==> src/rtl/shift_reg_arbiter_pkg.sv <==
// Shared encodings for the two-requester shift-register arbiter.
package shift_reg_arbiter_pkg;

    // Command opcodes carried on reqN_op.
    typedef enum logic [1:0] {
        OP_READ = 2'b00,
        OP_ROTR = 2'b01,
        OP_ROTL = 2'b10,
        OP_LOAD = 2'b11
    } op_t;

    // Command FSM states.
    typedef enum logic [1:0] {
        ST_IDLE = 2'b00,
        ST_EXEC = 2'b01,
        ST_RESP = 2'b10
    } state_t;

    // Per-cycle operation applied to the shared register.
    typedef enum logic [1:0] {
        MODE_HOLD = 2'b00,
        MODE_ROTR = 2'b01,
        MODE_ROTL = 2'b10,
        MODE_LOAD = 2'b11
    } mode_t;

endpackage

==> src/rtl/shift_reg_arbiter_shreg_core.sv <==
// WIDTH-bit register that holds, rotates its own contents by one bit, or loads.
module shreg_core
    import shift_reg_arbiter_pkg::*;
#(
    parameter int WIDTH = 4
) (
    input  logic             clock,
    input  logic             reset,
    input  mode_t            i_mode,
    input  logic [WIDTH-1:0] i_data,
    output logic [WIDTH-1:0] o_q
);

    logic [WIDTH-1:0] r_q;

    // One register update per cycle; reset clears the contents.
    always_ff @(posedge clock) begin
        if (reset) begin
            r_q <= '0;
        end else begin
            case (i_mode)
                MODE_ROTR: r_q <= {r_q[0], r_q[WIDTH-1:1]};
                MODE_ROTL: r_q <= {r_q[WIDTH-2:0], r_q[WIDTH-1]};
                MODE_LOAD: r_q <= i_data;
                default:   r_q <= r_q;
            endcase
        end
    end

    assign o_q = r_q;

endmodule

==> src/rtl/shift_reg_arbiter.sv <==
// Round-robin arbiter serialising two requesters' commands onto one shared
// shift register. Handshakes: a transfer happens in any cycle where valid and
// ready are both high at the rising clock edge; valid never depends on ready.
module shift_reg_arbiter
    import shift_reg_arbiter_pkg::*;
#(
    parameter int WIDTH = 4,
    parameter int CNT_W = 3
) (
    input  logic             clock,
    input  logic             reset,
    input  logic             req0_valid,
    output logic             req0_ready,
    input  logic [1:0]       req0_op,
    input  logic [WIDTH-1:0] req0_data,
    input  logic [CNT_W-1:0] req0_count,
    input  logic             req1_valid,
    output logic             req1_ready,
    input  logic [1:0]       req1_op,
    input  logic [WIDTH-1:0] req1_data,
    input  logic [CNT_W-1:0] req1_count,
    output logic             rsp_valid,
    input  logic             rsp_ready,
    output logic             rsp_id,
    output logic [WIDTH-1:0] rsp_data,
    output logic             busy,
    output logic [1:0]       dbg_state
);

    state_t           r_state;
    state_t           w_state_next;
    logic             r_last_grant;
    op_t              r_op;
    logic [WIDTH-1:0] r_data;
    logic [CNT_W-1:0] r_count;
    logic             r_id;

    logic             w_grant0;
    logic             w_grant1;
    logic             w_accept;
    logic             w_sel_id;
    mode_t            w_mode;
    logic             w_rotating;
    logic [WIDTH-1:0] w_q;

    // Round-robin: on contention the requester not granted last time wins.
    assign w_grant0 = req0_valid && (!req1_valid || r_last_grant);
    assign w_grant1 = req1_valid && (!req0_valid || !r_last_grant);
    assign w_sel_id = w_grant1;
    assign w_rotating = ((r_op == OP_ROTR) || (r_op == OP_ROTL)) && (r_count != '0);

    // Next-state, grant and register-mode decode.
    always_comb begin
        w_state_next = r_state;
        w_mode       = MODE_HOLD;
        req0_ready   = 1'b0;
        req1_ready   = 1'b0;
        w_accept     = 1'b0;
        case (r_state)
            ST_IDLE: begin
                req0_ready = w_grant0;
                req1_ready = w_grant1;
                w_accept   = w_grant0 || w_grant1;
                if (w_accept) w_state_next = ST_EXEC;
            end
            ST_EXEC: begin
                if (r_op == OP_LOAD)                    w_mode = MODE_LOAD;
                else if (w_rotating && r_op == OP_ROTR) w_mode = MODE_ROTR;
                else if (w_rotating)                    w_mode = MODE_ROTL;
                // Stay in EXEC only while more than one rotation remains.
                if (!(w_rotating && r_count > 1)) w_state_next = ST_RESP;
            end
            ST_RESP: begin
                if (rsp_ready) w_state_next = ST_IDLE;
            end
            default: w_state_next = ST_IDLE;
        endcase
    end

    // State register.
    always_ff @(posedge clock) begin
        if (reset) r_state <= ST_IDLE;
        else       r_state <= w_state_next;
    end

    // Command latch, grant history and rotate-step counter.
    always_ff @(posedge clock) begin
        if (reset) begin
            r_last_grant <= 1'b1;
            r_op         <= OP_READ;
            r_data       <= '0;
            r_count      <= '0;
            r_id         <= 1'b0;
        end else if (w_accept) begin
            r_last_grant <= w_sel_id;
            r_id         <= w_sel_id;
            r_op         <= op_t'(w_sel_id ? req1_op : req0_op);
            r_data       <= w_sel_id ? req1_data : req0_data;
            r_count      <= w_sel_id ? req1_count : req0_count;
        end else if (r_state == ST_EXEC) begin
            r_count <= (w_state_next == ST_RESP) ? '0 : r_count - 1'b1;
        end
    end

    shreg_core #(.WIDTH(WIDTH)) u_core (
        .clock  (clock),
        .reset  (reset),
        .i_mode (w_mode),
        .i_data (r_data),
        .o_q    (w_q)
    );

    // The register only changes in EXEC, so its output is the result in RESP.
    assign rsp_valid = (r_state == ST_RESP);
    assign rsp_id    = r_id;
    assign rsp_data  = w_q;
    assign busy      = (r_state != ST_IDLE);
    assign dbg_state = r_state;

endmodule
==> config.mk <==
export PLATFORM = sky130hd
export DESIGN_NAME = shift_reg_arbiter
export DESIGN_NICKNAME = d
export VERILOG_FILES = /design/src/rtl/shift_reg_arbiter_pkg.sv /design/src/rtl/shift_reg_arbiter_shreg_core.sv /design/src/rtl/shift_reg_arbiter.sv
export SDC_FILE = /design/constraint.sdc
export NUM_CORES = 1
export LEC_CHECK = 0
export BUFFER_PORTS_ARGS = -buffer_cell sky130_fd_sc_hd__buf_2
export CORE_MARGIN = 2
export CORE_UTILIZATION = 45
export CTS_CLUSTER_SIZE = 24
export DETAILED_ROUTE_END_ITERATION = 8
export GPL_TIMING_DRIVEN = 0
export PLACE_DENSITY_LB_ADDON = 0.25
export REMOVE_ABC_BUFFERS = 1
export SLEW_MARGIN = 25
export SYNTH_ARGS = -nofsm -noshare
export SYNTH_HDL_FRONTEND = slang
export SYNTH_SLANG_ARGS = --single-unit
==> constraint.sdc <==
create_clock -name clock -period 4.7 [get_ports clock]
set_input_delay 0.47 -clock clock [delete_from_list [all_inputs] [get_ports clock]]
set_output_delay 0.47 -clock clock [all_outputs]
set_load 0.01 [all_outputs]
# Word-level counts from Yosys, hierarchy flattened
# Index checks and enable logic that the tools add are counted.
totals:
  regBits: 17
  word_cells: 53
  out_inout_bits: 11
  inputBits: 23
op_classes:
  eq_ne: 9
  reduce_logical: 17
  muxes: 18
  order_cmp: 1
  n_addsub: 1
op_table:
  columns: ["operator", "n"]
  rows:
  - ["$mux W2", 8]
  - ["$eq A2 B2 Y1 const B", 6]
  - ["$mux W3", 4]
  - ["$pmux W4 S3", 1]
  - ["$eq A2 B1 Y1 const B", 3]
  - ["$pmux W2 S3", 1]
  - ["$reduce_bool A3 Y1", 2]
  - ["$logic_and A1 B1 Y1", 5]
  - ["$logic_or A1 B1 Y1", 4]
  - ["$mux W4", 1]
  - ["$reduce_bool A2 Y1", 2]
  - ["$gt A3 B1 Y1 const B", 1]
  - ["$logic_not A1 Y1", 3]
  - ["$mux W1", 3]
  - ["$sub A3 B1 Y3 const B", 1]
  - ["$logic_not A2 Y1", 1]

# Longest topological paths before layout
logic_depth:
  word_depth: 10
  depth_mapped: 7
  depth_no_buf: 6

# By module
# Synthesis repeated with hierarchy kept, for this count alone.
hier_totals:
  cells_unflattened: 103
  hier_area_um2: 1016.0
modules_own_cells:
  columns: ["module", "n_inst", "area_each_um2", "cells_per_inst"]
  rows:
  - ["shift_reg_arbiter", 1, 820.8, 91]
  - ["shreg_core", 1, 195.2, 12]

# Least setup slack after synthesis
# Ideal clock, no wire load.
synth_timing:
  kind: "reg2reg"
  from: "reg r_op[1]"
  to: "reg u_core.r_q[1], in the netlist u_core.o_q[1]"
  synth_period_minus_slack_ns: 1.648
  t_arrival_ns: 1.523
  setup_slack_ns: 3.052
  path_stages_with_launch: 8
  setup_time_ns: 0.124
  required_ns: 4.576
  cell_sequence: "dfxtp_1 inv_1 ha_1 nand2b_1 o21ba_2 buf_1 mux2i_1 o22ai_2"
synth_via:
  elab_chain_len: 9
  elab_cells_between_ends: 15
synth_lines:
  columns: ["item", "line_no", "source"]
  rows:
  - ["start, declared", "shift_reg_arbiter.sv:33", "op_t r_op;"]
  - ["start signal, assigned", "shift_reg_arbiter.sv:97", "r_op <= op_t'(w_sel_id ? req1_op : req0_op);"]
  - ["$eq A2 B1 Y1 or $eq A2 B2 Y1 (tied branches)", "shift_reg_arbiter.sv:50, shift_reg_arbiter.sv:68", null]
  - ["$logic_or A1 B1 Y1", "shift_reg_arbiter.sv:50", "assign w_rotating = ((r_op == OP_ROTR) || (r_op == OP_ROTL)) && (r_count != '0);"]
  - ["$logic_and A1 B1 Y1", "shift_reg_arbiter.sv:50", null]
  - ["$mux W2 or $logic_and A1 B1 Y1 (tied branches)", "shift_reg_arbiter.sv:69, shift_reg_arbiter.sv:68", null]
  - ["$mux W2", "shift_reg_arbiter.sv:68", "else if (w_rotating && r_op == OP_ROTR) w_mode = MODE_ROTR;"]
  - ["$mux W2 (*)", "shift_reg_arbiter.sv:67", "if (r_op == OP_LOAD) w_mode = MODE_LOAD;"]
  - ["$mux W2 (*)", "shift_reg_arbiter.sv:59", "case (r_state)"]
  - ["$eq A2 B2 Y1 or $eq A2 B1 Y1 (tied branches)", "shift_reg_arbiter_shreg_core.sv:21", "case (i_mode)"]
  - ["$pmux W4 S3 or $reduce_bool A3 Y1 (tied branches)", null, null]
  - ["end signal, assigned", "shift_reg_arbiter_shreg_core.sv:22", "MODE_ROTR: r_q <= {r_q[0], r_q[WIDTH-1:1]};"]
  - ["end signal, assigned", "shift_reg_arbiter_shreg_core.sv:23", "MODE_ROTL: r_q <= {r_q[WIDTH-2:0], r_q[WIDTH-1]};"]
  - ["end signal, assigned", "shift_reg_arbiter_shreg_core.sv:24", "MODE_LOAD: r_q <= i_data;"]
  - ["end, declared", "shift_reg_arbiter_shreg_core.sv:14", "logic [WIDTH-1:0] r_q;"]
# Every way passes the cells marked *; elsewhere a longest branch is shown, timed or not.
# A chain may end at the register's enable or synchronous reset.

# Worst setup path in the final report
layout_timing:
  from: "reg r_state[0], in the netlist dbg_state[0]"
  to: "out req1_ready"
layout_via:
  elab_chain_len: 2
layout_lines:
  columns: ["item", "line_no", "source"]
  rows:
  - ["start, declared", "shift_reg_arbiter.sv:30", "state_t r_state;"]
  - ["start signal, assigned", "shift_reg_arbiter.sv:83", "else r_state <= w_state_next;"]
  - ["$logic_not A2 Y1", "shift_reg_arbiter.sv:59", null]
  - ["$mux W1", "shift_reg_arbiter.sv:59", null]
  - ["end, declared", "shift_reg_arbiter.sv:18", "output logic req1_ready,"]
# Every way passes these cells.

==> results.py <==
metrics = {
    "critical_path": {
        "cp_max_fo": 7,
        "slowest_stage": "dfxtp_1",
        "rr_endpoint": "u_core.o_q[1]",
        "crit_family": "simple AND/OR/NAND/NOR gates",
        "cp_data_required_time_ns": 4.23,
        "critical_path_buf_inv_count": 1,
        "slowest_delay_ns": 0.40,
        "crit_arrival_ns": 1.43,
        "start_kind": "register",
        "crit_chain": "nor2_1, and2_1, buf_2",
        "r2r_start": "r_op[1]",
        "r2r_cells": 6,
        "cp-end-kind": "primary output",
        "reg2reg_slack_ns": 2.94,
        "crit_type": "reg -> out",
    },
    "sta": {
        "min_period_over_period_pct": 40.4,
        "max_freq_mhz": 526,
        "setup_viol_count_final": 0,
        "finalHoldViolCount": 0,
        "fin_tns_setup_ns": 0,
        "relSlewSlack_pct": 59.4,
        "slew_violations": 0,
        "tightest_slew_ns": 0.604,
        "final.setup_skew_ns": 0.00676,
        "rsz0062_at_grt": "false",
        "period_minus_slack_ns": 1.90,
    },
    "detailed_routing": {
        "dr_total_vias": 944,
        "wire_per_inst_um": 12.1,
        "drc_errors": 0,
        "first_pass_iters": 4,
        "drtAntennaViolNets": 0,
        "wirelength_um": 2150,
        "via_per_inst": 5.30,
        "drtIter0Drc": 11,
    },
    "synth": {
        "synth_top_flop_cell": "dfxtp_1",
        "synth_area_per_cell_um2": 8.77,
        "yosysWarnings": 0,
        "async_flop_share_pct": 0,
        "ys_ff_latch": 17,
        "ys_types": 36,
        "synth_edf_count": 0,
        "ys_seq_area_share_pct": 33.5,
        "postSynthCellCount": 116,
        "synthesis.area_um2": 1020,
    },
    "global_routing": {
        "grt_antenna_before_repair": 0,
        "grt_use_total_pct": 18.0,
        "grt_pass1_wl_um": 3660,
        "grt_max_degree": 18,
        "overflow": 0,
        "grt_pass1_vias": 868,
    },
    "clocking": {
        "cts_tree": "built",
        "cts_num_sinks": 17,
        "cts-root-buf": "clkbuf_4",
        "ctsResizeCount": 0,
        "clockBufferDepth": 2,
        "worstSkewPairLatency_ns": 0.28,
        "ctsHoldBuffers": 0,
        "cts_made_buffers": 3,
        "htreeDepth": 1,
        "cts_setup_buffers": 0,
        "clk_pin_slew_worst_paths_ns": 0.10,
    },
    "die": {
        "io_pins": 34,
        "core_region_area_um2": 2170,
        "start_util_pct": 46.9,
        "die_area_um2": 2660,
        "dieHeight_um": 51.5,
        "rows": 17,
        "die_w_um": 51.5,
    },
    "finish": {
        "area_growth_pct": 20.4,
        "layout.nets": 179,
        "n_fill_cell": 229,
        "drive_gt1_share_pct": 32.7,
        "num_antenna_cells": 0,
    },
    "placement": {
        "gp_congestion": 0.725,
        "place_hpwl_um": 1670,
        "portBuffers": 33,
    },
    "pwr": {
        "power.total_uw": 360,
        "p_per_area_nw_per_um2": 294,
        "leakage_nw": 0.556,
        "ir_drop_v": 0.000194,
    },
    "min_path": {
        "worstHoldPathCells": 3,
        "min-delay-start": "rsp_ready",
        "min_to": "dbg_state[1]",
        "hold_class": "in -> reg",
    },
    "run_status": {
        "status": "finished, final reports clean",
    },
    "job": {
        "max_cap_violations": 0,
    },
}
[power by group]
| group | leakage [nW] | internal (mW) | switching [mW] | total (mW) |
|---|---|---|---|---|
| Combinational | 0.401 | 0.0494 | 0.0608 | 0.110 |
| Clock | 0.0150 | 0.0329 | 0.0449 | 0.0779 |
| Sequential | 0.140 | 0.158 | 0.0142 | 0.172 |
[layout make-up]
cell class / instances / area (um^2) / share of cell area [%]
inverter: 8 / 30.0 / 2.45
tap: 28 / 35.0 / 2.86
timing repair buffer: 33 / 165 / 13.5
sequential: 17 / 340 / 27.8
clock buffer: 4 / 26.3 / 2.15
multi-input combinational: 88 / 628 / 51.3
[cell usage after synthesis (2+ instances only)]
cell type / instances / share of area (%)
a311oi_1: 6 / 5.2
nand3_1: 2 / 0.98
o221ai_1: 2 / 1.7
ha_1: 5 / 6.2
nor2_1: 11 / 4.1
a21oi_1: 6 / 3.0
inv_1: 8 / 3.0
or2_2: 3 / 1.8
a31oi_1: 2 / 1.2
mux2i_1: 8 / 7.9
nand3b_1: 2 / 1.5
o22ai_1: 3 / 1.8
dfxtp_1: 17 / 33
nand2b_1: 4 / 2.5
nor3_1: 2 / 0.98
nand2_1: 15 / 5.5
[cell families after synthesis]
family	share of synthesized area [%]
buffers and inverters	4.80
AOI/OAI and AO/OA	23.9
muxes	8.98
adders and majority gates	6.15
xor gates and xnor gates	0.861
and+or+nand+nor	21.9
DFF	33.5
[metal layers]
layer	track usage, %	vias up	share of wire (%)
met1	23.5	416	48
met5	0	-	0
met4	4.82	0	0.65
li1	-	490	-
met2	30.3	36	45
met3	3.45	2	6.5
[worst register-to-register path: cells and delay by family, from the launching register on]
kind | cells | cell delay, ns
AND/OR/NAND/NOR | 1 | 0.21
AO/OA/AOI/OAI | 2 | 0.42
multiplexers | 1 | 0.26
adder cells (fa/ha/maj) | 1 | 0.33
buffers and inverters | 1 | 0.06
flip-flops | 1 | 0.38
[state kept, by name (all words and copies together), names as in the netlist]
signal        cells
r_op              2
r_data            4
dbg_state         2
u_core.o_q        4
r_count           3
r_last_grant      1
rsp_id            1
[cell usage in the layout, fill, tap and decap left out, types with 2 or more instances in the layout]
cell type / Yosys / layout
nand3b_1: 2 / 2
clkbuf_4: 0 / 3
inv_1: 8 / 8
o221ai_1: 2 / 2
dfxtp_1: 17 / 17
nor3_1: 2 / 2
nor2_1: 11 / 11
ha_1: 5 / 5
nand3_1: 2 / 2
nand2b_1: 4 / 4
a31oi_1: 2 / 2
a311oi_1: 6 / 6
o22ai_1: 3 / 3
a21oi_1: 6 / 6
buf_2: 0 / 33
mux2i_1: 8 / 8
nand2_1: 15 / 15
or2_2: 3 / 3
[per-stage QoR]
step	area, um^2	instances	setup WS [ns]	util, %	hold WS, ns
2_1_floorplan	998	113	3.06	-	0.471
3_3_place_gp	1200	174	2.85	55.2	0.482
3_5_place_dp	1200	174	2.83	55.2	0.484
4_1_cts	1220	178	2.79	56.5	0.434
5_1_grt	1220	178	2.68	56.5	0.431
6_report	1220	178	2.80	56.5	0.438
[worst max path at each step]
stage,startpoint,to,slack [ns],cells after the start
final,dbg_state[0],req1_ready,2.80,3
after global routing,dbg_state[0],req1_ready,2.68,3
after CTS,dbg_state[0],req1_ready,2.79,3
after detailed placement,req1_valid,req1_ready,2.83,4
after global placement,req1_valid,req1_ready,2.85,4
after floorplan,r_op[1],u_core.o_q[1],3.06,6
No activity file was read; power rests on OpenSTA's default activity.
